`src/rtl/wf_np_frame_scheduler.sv`:
```
// Double-buffered pixel store: two requesters write the back bank, driver reads the display bank.
// Zero-latency read and grant; commits swap banks at end-of-frame, then the new display is copied back.
module wf_np_frame_scheduler #(
    parameter int NUM_PIXELS = 8
) (
    input  logic        clk,
    input  logic        rst,
    input  logic        a_req,
    input  logic [7:0]  a_addr,
    input  logic [15:0] a_data,
    input  logic        a_commit,
    output logic        a_gnt,
    input  logic        b_req,
    input  logic [7:0]  b_addr,
    input  logic [15:0] b_data,
    input  logic        b_commit,
    output logic        b_gnt,
    input  logic        frame_done,
    input  logic [7:0]  rd_addr,
    output logic [15:0] rd_data,
    output logic        busy,
    output logic        wr_err,
    output logic [7:0]  frame_cnt
);

    localparam int         AW   = (NUM_PIXELS > 1) ? $clog2(NUM_PIXELS) : 1;
    localparam logic [7:0] NP   = 8'(NUM_PIXELS);
    localparam logic [7:0] LAST = 8'(NUM_PIXELS - 1);

    typedef enum logic [1:0] {ST_ACCEPT, ST_WAIT_EOF, ST_COPY} state_t;

    state_t      state_q, state_d;
    logic        bank_sel_q, bank_sel_d;
    logic        rr_last_q, rr_last_d;      // 1 = B was granted last
    logic        wr_err_q, wr_err_d;
    logic        commit_pend_q, commit_pend_d;
    logic [7:0]  frame_cnt_q, frame_cnt_d;
    logic [7:0]  copy_idx_q, copy_idx_d;

    logic [15:0] mem_q [0:1][0:NUM_PIXELS-1];
    logic          mem_we;
    logic          mem_bank;
    logic [AW-1:0] mem_idx;
    logic [15:0]   mem_wdat;

    logic        commit;
    logic        granted;
    logic [7:0]  wr_addr;
    logic [15:0] wr_dat;
    logic        in_range;

    assign commit   = a_commit | b_commit;
    assign granted  = a_gnt | b_gnt;
    assign wr_addr  = a_gnt ? a_addr : b_addr;
    assign wr_dat   = a_gnt ? a_data : b_data;
    assign in_range = wr_addr < NP;

    always_ff @(posedge clk or posedge rst) begin
        if (rst) begin
            state_q       <= ST_ACCEPT;
            bank_sel_q    <= 1'b0;
            rr_last_q     <= 1'b1;
            wr_err_q      <= 1'b0;
            commit_pend_q <= 1'b0;
            frame_cnt_q   <= 8'd0;
            copy_idx_q    <= 8'd0;
        end else begin
            state_q       <= state_d;
            bank_sel_q    <= bank_sel_d;
            rr_last_q     <= rr_last_d;
            wr_err_q      <= wr_err_d;
            commit_pend_q <= commit_pend_d;
            frame_cnt_q   <= frame_cnt_d;
            copy_idx_q    <= copy_idx_d;
        end
    end

    always_comb begin
        state_d       = state_q;
        bank_sel_d    = bank_sel_q;
        rr_last_d     = rr_last_q;
        commit_pend_d = commit_pend_q;
        frame_cnt_d   = frame_cnt_q;
        copy_idx_d    = copy_idx_q;
        wr_err_d      = granted && !in_range;
        if (a_gnt) rr_last_d = 1'b0;
        if (b_gnt) rr_last_d = 1'b1;
        case (state_q)
            ST_ACCEPT: begin
                if (commit) state_d = ST_WAIT_EOF;
            end
            ST_WAIT_EOF: begin
                if (frame_done) begin
                    bank_sel_d  = ~bank_sel_q;
                    frame_cnt_d = frame_cnt_q + 8'd1;
                    copy_idx_d  = 8'd0;
                    state_d     = ST_COPY;
                end
            end
            ST_COPY: begin
                copy_idx_d = copy_idx_q + 8'd1;
                if (commit) commit_pend_d = 1'b1;
                // A commit on the final copy cycle still counts as pending.
                if (copy_idx_q == LAST) begin
                    state_d       = (commit_pend_q || commit) ? ST_WAIT_EOF : ST_ACCEPT;
                    commit_pend_d = 1'b0;
                end
            end
            default: state_d = ST_ACCEPT;
        endcase
    end

    always_comb begin
        a_gnt = 1'b0;
        b_gnt = 1'b0;
        busy  = (state_q != ST_ACCEPT);
        if (!rst && state_q == ST_ACCEPT) begin
            if (a_req && (!b_req || rr_last_q)) a_gnt = 1'b1;
            else if (b_req)                     b_gnt = 1'b1;
        end
    end

    // Single back-bank write port shared between the copy engine and the requesters.
    always_comb begin
        mem_we   = 1'b0;
        mem_bank = ~bank_sel_q;
        mem_idx  = '0;
        mem_wdat = 16'h0000;
        if (state_q == ST_COPY) begin
            mem_we   = 1'b1;
            mem_idx  = copy_idx_q[AW-1:0];
            mem_wdat = mem_q[bank_sel_q][copy_idx_q[AW-1:0]];
        end else if (granted && in_range) begin
            mem_we   = 1'b1;
            mem_idx  = wr_addr[AW-1:0];
            mem_wdat = wr_dat;
        end
    end

    always_ff @(posedge clk) begin
        if (mem_we) mem_q[mem_bank][mem_idx] <= mem_wdat;
    end

    assign rd_data   = (rd_addr < NP) ? mem_q[bank_sel_q][rd_addr[AW-1:0]] : 16'h0000;
    assign wr_err    = wr_err_q;
    assign frame_cnt = frame_cnt_q;

endmodule

```
`config.mk`:
```
export PLATFORM = sky130hd
export DESIGN_NAME = wf_np_frame_scheduler
export DESIGN_NICKNAME = d
export VERILOG_FILES = /design/src/rtl/wf_np_frame_scheduler.sv
export SDC_FILE = /design/constraint.sdc
export NUM_CORES = 1
export LEC_CHECK = 0
export BUFFER_PORTS_ARGS = -buffer_cell sky130_fd_sc_hd__clkbuf_2
export CORE_MARGIN = 1.5
export CORE_UTILIZATION = 30
export CTS_BUF_LIST = sky130_fd_sc_hd__clkbuf_4 sky130_fd_sc_hd__clkbuf_8 sky130_fd_sc_hd__clkbuf_16
export DETAILED_ROUTE_END_ITERATION = 7
export HOLD_SLACK_MARGIN = 0.08
export PLACE_DENSITY = 0.55
export RECOVER_POWER = 100
export SKIP_LAST_GASP = 1
export SLEW_MARGIN = 20
export SYNTH_ARGS = -nofsm -noshare
export SYNTH_HDL_FRONTEND = slang
export SYNTH_SLANG_ARGS = --single-unit
```
`constraint.sdc`:
```
create_clock -name clk -period 3.8 [get_ports clk]
set_input_delay 0.95 -clock clk [delete_from_list [all_inputs] [get_ports clk]]
set_output_delay 0.95 -clock clk [all_outputs]
set_load 0.02 [all_outputs]
```
Word-level counts from Yosys, hierarchy flattened
Memories as Yosys holds them, arrays and structs flattened.
Index checks and enable logic that the tools add are counted.
Operators by class
  bitwise gates (word level): 6
  reductions and logical operators: 19
  order comparisons: 6
  equal/unequal tests: 6
  mux-type cells: 35
  add/subtract/negate cells: 2
Operator list (count)
  $mux W16: 9
  $mux W128: 1
  $bmux W16 S3: 2
  $demux W16 S3: 1
  $add A8 B1 Y8 const B: 2
  $lt A8 B4 Y1 const B: 2
  $mux W8: 2
  $pmux W8 S2: 1
  $mux W1: 13
  $ge A4 B4 Y1 const B: 3
  $not A3 Y4: 3
  $eq A8 B3 Y1 const B: 1
  $reduce_bool A2 Y1: 4
  $mux W2: 3
  $mux W3: 2
  $ne A2 B2 Y1 const B: 3
  $pmux W2 S3: 1
  $reduce_and A2 Y1: 3
  $logic_and A1 B1 Y1: 5
  $lt A4 B1 Y1 const B: 1
  $logic_not A1 Y1: 3
  $reduce_and A3 Y1: 1
  $eq A2 B1 Y1 const B: 1
  $eq A2 B2 Y1 const B: 1
  other kinds (4): 6
Word-level totals
  input port bits: 63
  memories: 1
  output and inout port bits: 28
  RAM bits: 256
  register bits after elaboration: 22
Memory list
  mem_q: words 2, bits a word 128, read ports 1, clocked after memory_dff 0, wr ports 1, line 40  | logic [15:0] mem_q [0:1][0:NUM_PIXELS-1];

Longest topological paths before layout
  depth in word-level cells: 16
  mapped depth: 8
  depth with buffers taken out: 6

Worst setup path after synthesis
No wires, ideal clock.
  path kind: input to register
  from: in b_addr[6]
  to: mem mem_q[0][0] (netlist name) (enable)
  setup time: 409 ps
  stages on the path: 5
  path buffers: 0
  slack: 10 ps
  data required time: 3391 ps
  data arrival time: 3381 ps
  cell sequence: or4_1 -> a2111oi_4 -> o211a_2 -> o21ai_2 -> nor3_1
Between the ends
  longest elaborated chain between the ends: 11
  elaborated cells between the ends (all ways): 15
  classes of those cells: order compare: 3; mux: 9; bitwise: 1; reduce/logical: 2
Ends and longest elaborated chain
  start, declared: line 14  | input logic [7:0] b_addr,
  $mux W8 *: line 54  | assign wr_addr = a_gnt ? a_addr : b_addr;
  $lt A8 B4 Y1 *: line 56  | assign in_range = wr_addr < NP;
  $logic_and A1 B1 Y1 *: line 133  | end else if (granted && in_range) begin
  $mux W3: line 133
  $mux W3: line 129  | if (state_q == ST_COPY) begin
  $not A3 Y4 (not written as such): line 141  | if (mem_we) mem_q[mem_bank][mem_idx] <= mem_wdat;
  $ge A4 B4 Y1 (not written as such) or $lt A4 B1 Y1 (tied branches): line 141
  $logic_and A1 B1 Y1 (not written as such): line 141
  $mux W16 (not written as such): line 141
  $demux W16 S3: line 141
  $mux W128 (not written as such) *: line 141
  end, declared: line 40
Every way passes the cells marked *; elsewhere a longest branch is shown, timed or not.

Worst setup path after layout
  from: reg bank_sel_q
  to: out rd_data[14]
Between the ends
  longest elaborated chain between the ends: 5
Ends and longest elaborated chain
  start, declared: line 33  | logic bank_sel_q, bank_sel_d;
  start signal, assigned: line 69  | bank_sel_q <= bank_sel_d;
  $mem_v2 Z2 W128
  $bmux W16 S3: line 144  | assign rd_data = (rd_addr < NP) ? mem_q[bank_sel_q][rd_addr[AW-1:0]] : 16'h0000;
  $mux W16 (not written as such) (2 in series): line 144
  $mux W16: line 144
  end, declared: line 20  | output logic [15:0] rd_data,
Every way passes these cells. The select of a mux whose other input is x is not followed.

==> metrics.cfg <==
[die]
die_w_um = 214
rows = 77
die-area_um2 = 45800
initial_core_util_pct = 30.3
die_h_um = 214
top_level_ports = 91
coreArea_um2 = 44100

[power]
clock_power_share_pct = 28.9
peakVddDrop_mv = 0.358
power.share.combinational_pct = 32.8
swShare_pct = 29.6
switching_power_w = 0.00307
p_int_w = 0.00731
seqPwrFrac_pct = 38.3
powerDensity_nw_per_um2 = 656
p_leak_nw = 5.29

[critical_path]
path_max_fanout = 4
cp_data_required_time_ps = 2850
cp-start-kind = register
path_class = reg2out
slowest_delay_ps = 520
cp_common_cell = mux4_2
slowest_stage = mux4_2
crit_path_end_kind = output pin
cp.arrival_ps = 2760
crit_chain = buf_4, clkbuf_4, mux4_2, mux4_2, nor2b_1, clkbuf_2

[outcome]
failed_checks = max-capacitance violations, max-slew violations
outcome = complete, but fails checks

[global_routing]
grt_pass1_vias = 7784
grt_usage_pct = 15.1
grt_pass1_wl_um = 51400
grt_max_degree = 42
grt-ovfl-total = 0
antenna_found_initial = 0

[sta]
rsz0062_at_grt = no
fin_crit_sh_pct = 97.8
setup_violations = 0
finalCriticalPeriod_ps = 3710
tns_ps = 0
finalHoldViolCount = 0
max_freq_mhz = 269
relSlewSlack_pct = -9.80
finClkSkew_ps = 16.1
worst_pin_slew_ps = 1650
slew_violations = 39
fin_hold_ws_ps = 483

[cells_and_area]
area_delta_synth_final_pct = 18.4
fillers = 4173
fin_area_um2 = 15800
regArea_um2 = 8250
nets = 903
drive_above_1_share_pct = 38.2
multiInputGateArea_um2 = 4870

[detailed_routing]
vias = 7489
drc = 0
firstDrtPassIters = 4
via_per_inst = 5.16
wirelength_um = 34600
drtIter0Drc = 621
detail_route.wl_per_cell_um = 23.8
drtAntennaViolNets = 0

[placed_design]
place_congestion = 0.775
port_buffers = 90
dpl_cell_area_um2 = 15200
dp_hpwl_um = 21000

[synthesis]
synth_top_family_by_area = multiplexers
synth_fp_nets = 763
synthAdderAreaFrac_pct = 0.187
ys_warn_count = 0
synth_edf_count = 256
synth_xor_xnor_area_share_pct = 0.524
netlist-cell-type-count = 54
synth_compound_area_share_pct = 3.73
synthMuxAreaShare_pct = 27.9
synth_cells = 698
avgSynthCellArea_um2 = 19.1
synth-simple-area-share_pct = 4.34
synth_area_um2 = 13400
seq_area_frac_synth_pct = 61.6
async_reset_ff_share_pct = 7.91
ys.flop_type = edfxtp_1
ys_seq_elements = 278

[job]
drv_cap = 1

[cts]
ctsHoldBuffers = 0
root_buffer = clkbuf_16
htreeDepth = 1
cts_sinks = 278
cts_tree = yes
cts_resized = 0
cts_made_buffers = 31
clockBufferDepth = 3
clock_latency_ps = 580
clkSlewWorstSetupHoldPaths_ps = 60

[hold_path]
worstHoldPathType = reg2reg

## placed cells by master (no fill, tap or decap), types with 8 or more instances in the layout
cell and count:
edfxtp_1 256, mux4_2 144, clkbuf_2 96, mux2i_1 48, clkbuf_1 33, clkbuf_16 32
o21ai_0 31, nor2b_1 20, dfrtp_1 18, nor2_1 16, o22a_1 16, nand2_1 15
buf_4 12, clkinv_1 9, a21oi_1 8, buf_12 8
## worst paths after layout
check	start	to	slack [ps]	cells past startpoint
max in group asynchronous	rst	bank_sel_q	2610	2
min in group asynchronous	rst	copy_idx_q[4]	580	2
worst max-delay path	bank_sel_q	rd_data[14]	90	6
worst max register to register	state_q[0]	mem_q[0][94]	170	8
worst min-delay path	frame_cnt[7]	frame_cnt[7]	480	1
worst min register to register	frame_cnt[7]	frame_cnt[7]	480	1
## sequential cells by signal (all words and copies together) (netlist names)
name and cells:
commit_pend_q 1, mem_q 256, copy_idx_q 8, bank_sel_q 1
frame_cnt 8, wr_err 1, state_q 2, rr_last_q 1
## metrics by stage
step / setup WS, ps / util, % / std cells / power (W)
floorplan: 9.84 / - / 698 / 0.00650
global placement: 264 / 34.4 / 1392 / 0.00755
detailed placement: 262 / 34.4 / 1392 / 0.00757
CTS: 61.8 / 36.8 / 1450 / 0.0106
global route: 11.7 / 35.9 / 1451 / 0.0109
finish: 85.1 / 35.9 / 1452 / 0.0104
## layout make-up
type / instances / area share (%)
Sequential cell: 278 / 52.1
Multi-Input combinational cell: 368 / 30.8
Timing Repair Buffer: 156 / 5.92
Clock buffer: 35 / 5.09
Tap cell: 592 / 4.68
Clock inverter: 19 / 1.33
Inverter: 3 / 0.0712
Antenna cell: 1 / 0.0158
## kinds of logic after synthesis
logic type	Yosys count
flip-flops	278
multiplexers	192
AND/OR/NAND/NOR	95
AO/OA/AOI/OAI	71
buffers and inverters	52
XOR/XNOR	8
adder cells (fa/ha/maj)	2
## synthesized netlist by cell type, types with 5 or more instances
master | count | share of area [%]
a21oi_1 | 7 | 0.26
nor2_1 | 15 | 0.42
mux2i_1 | 48 | 3.6
xnor2_1 | 5 | 0.33
dfrtp_1 | 21 | 3.9
o21ai_0 | 29 | 1.1
nand2_1 | 15 | 0.42
nor2b_1 | 20 | 0.94
edfxtp_1 | 256 | 58
mux4_2 | 144 | 24
nand3_1 | 7 | 0.26
nand4_1 | 5 | 0.23
o22a_1 | 16 | 1.0
buf_2 | 15 | 0.56
clkbuf_1 | 25 | 0.70
buf_1 | 5 | 0.14
## routing by layer
layer	wire length, um	up-vias	GRT usage [%]	part of all wire (%)
met5	0	-	0	0
met2	16600	224	24.9	48
met1	15600	3960	21.3	45
li1	-	3265	-	-
met3	1720	40	1.91	5.0
met4	614	0	3.26	1.8
## critical path, delay by kind of cell, from the launching register on
kind                   cells  cell delay (ps)
DFF                        1              420
muxes                      2             1010
and+or+nand+nor            1              170
buffers and inverters      3              590
## timing repair
action | 4_1_cts | 5_1_grt
cloned | 0 | 1
setup buffers | 4 | 0
endpoints found under the hold margin | 0 | 0
pin swaps | 0 | 0
setup endpoints to repair | 15 | 1
## power groups by stage
| stage | logic (W) | registers [W] | clock network, W |
|---|---|---|---|
| finish | 0.00341 | 0.00398 | 0.00300 |
| global route | 0.00369 | 0.00401 | 0.00316 |
| CTS | 0.00362 | 0.00397 | 0.00305 |
| detailed placement | 0.00345 | 0.00411 | 0 |
| global placement | 0.00344 | 0.00411 | 0 |
| floorplan | 0.00249 | 0.00401 | 0 |
Note: power is estimated with default switching activity, not from simulation.
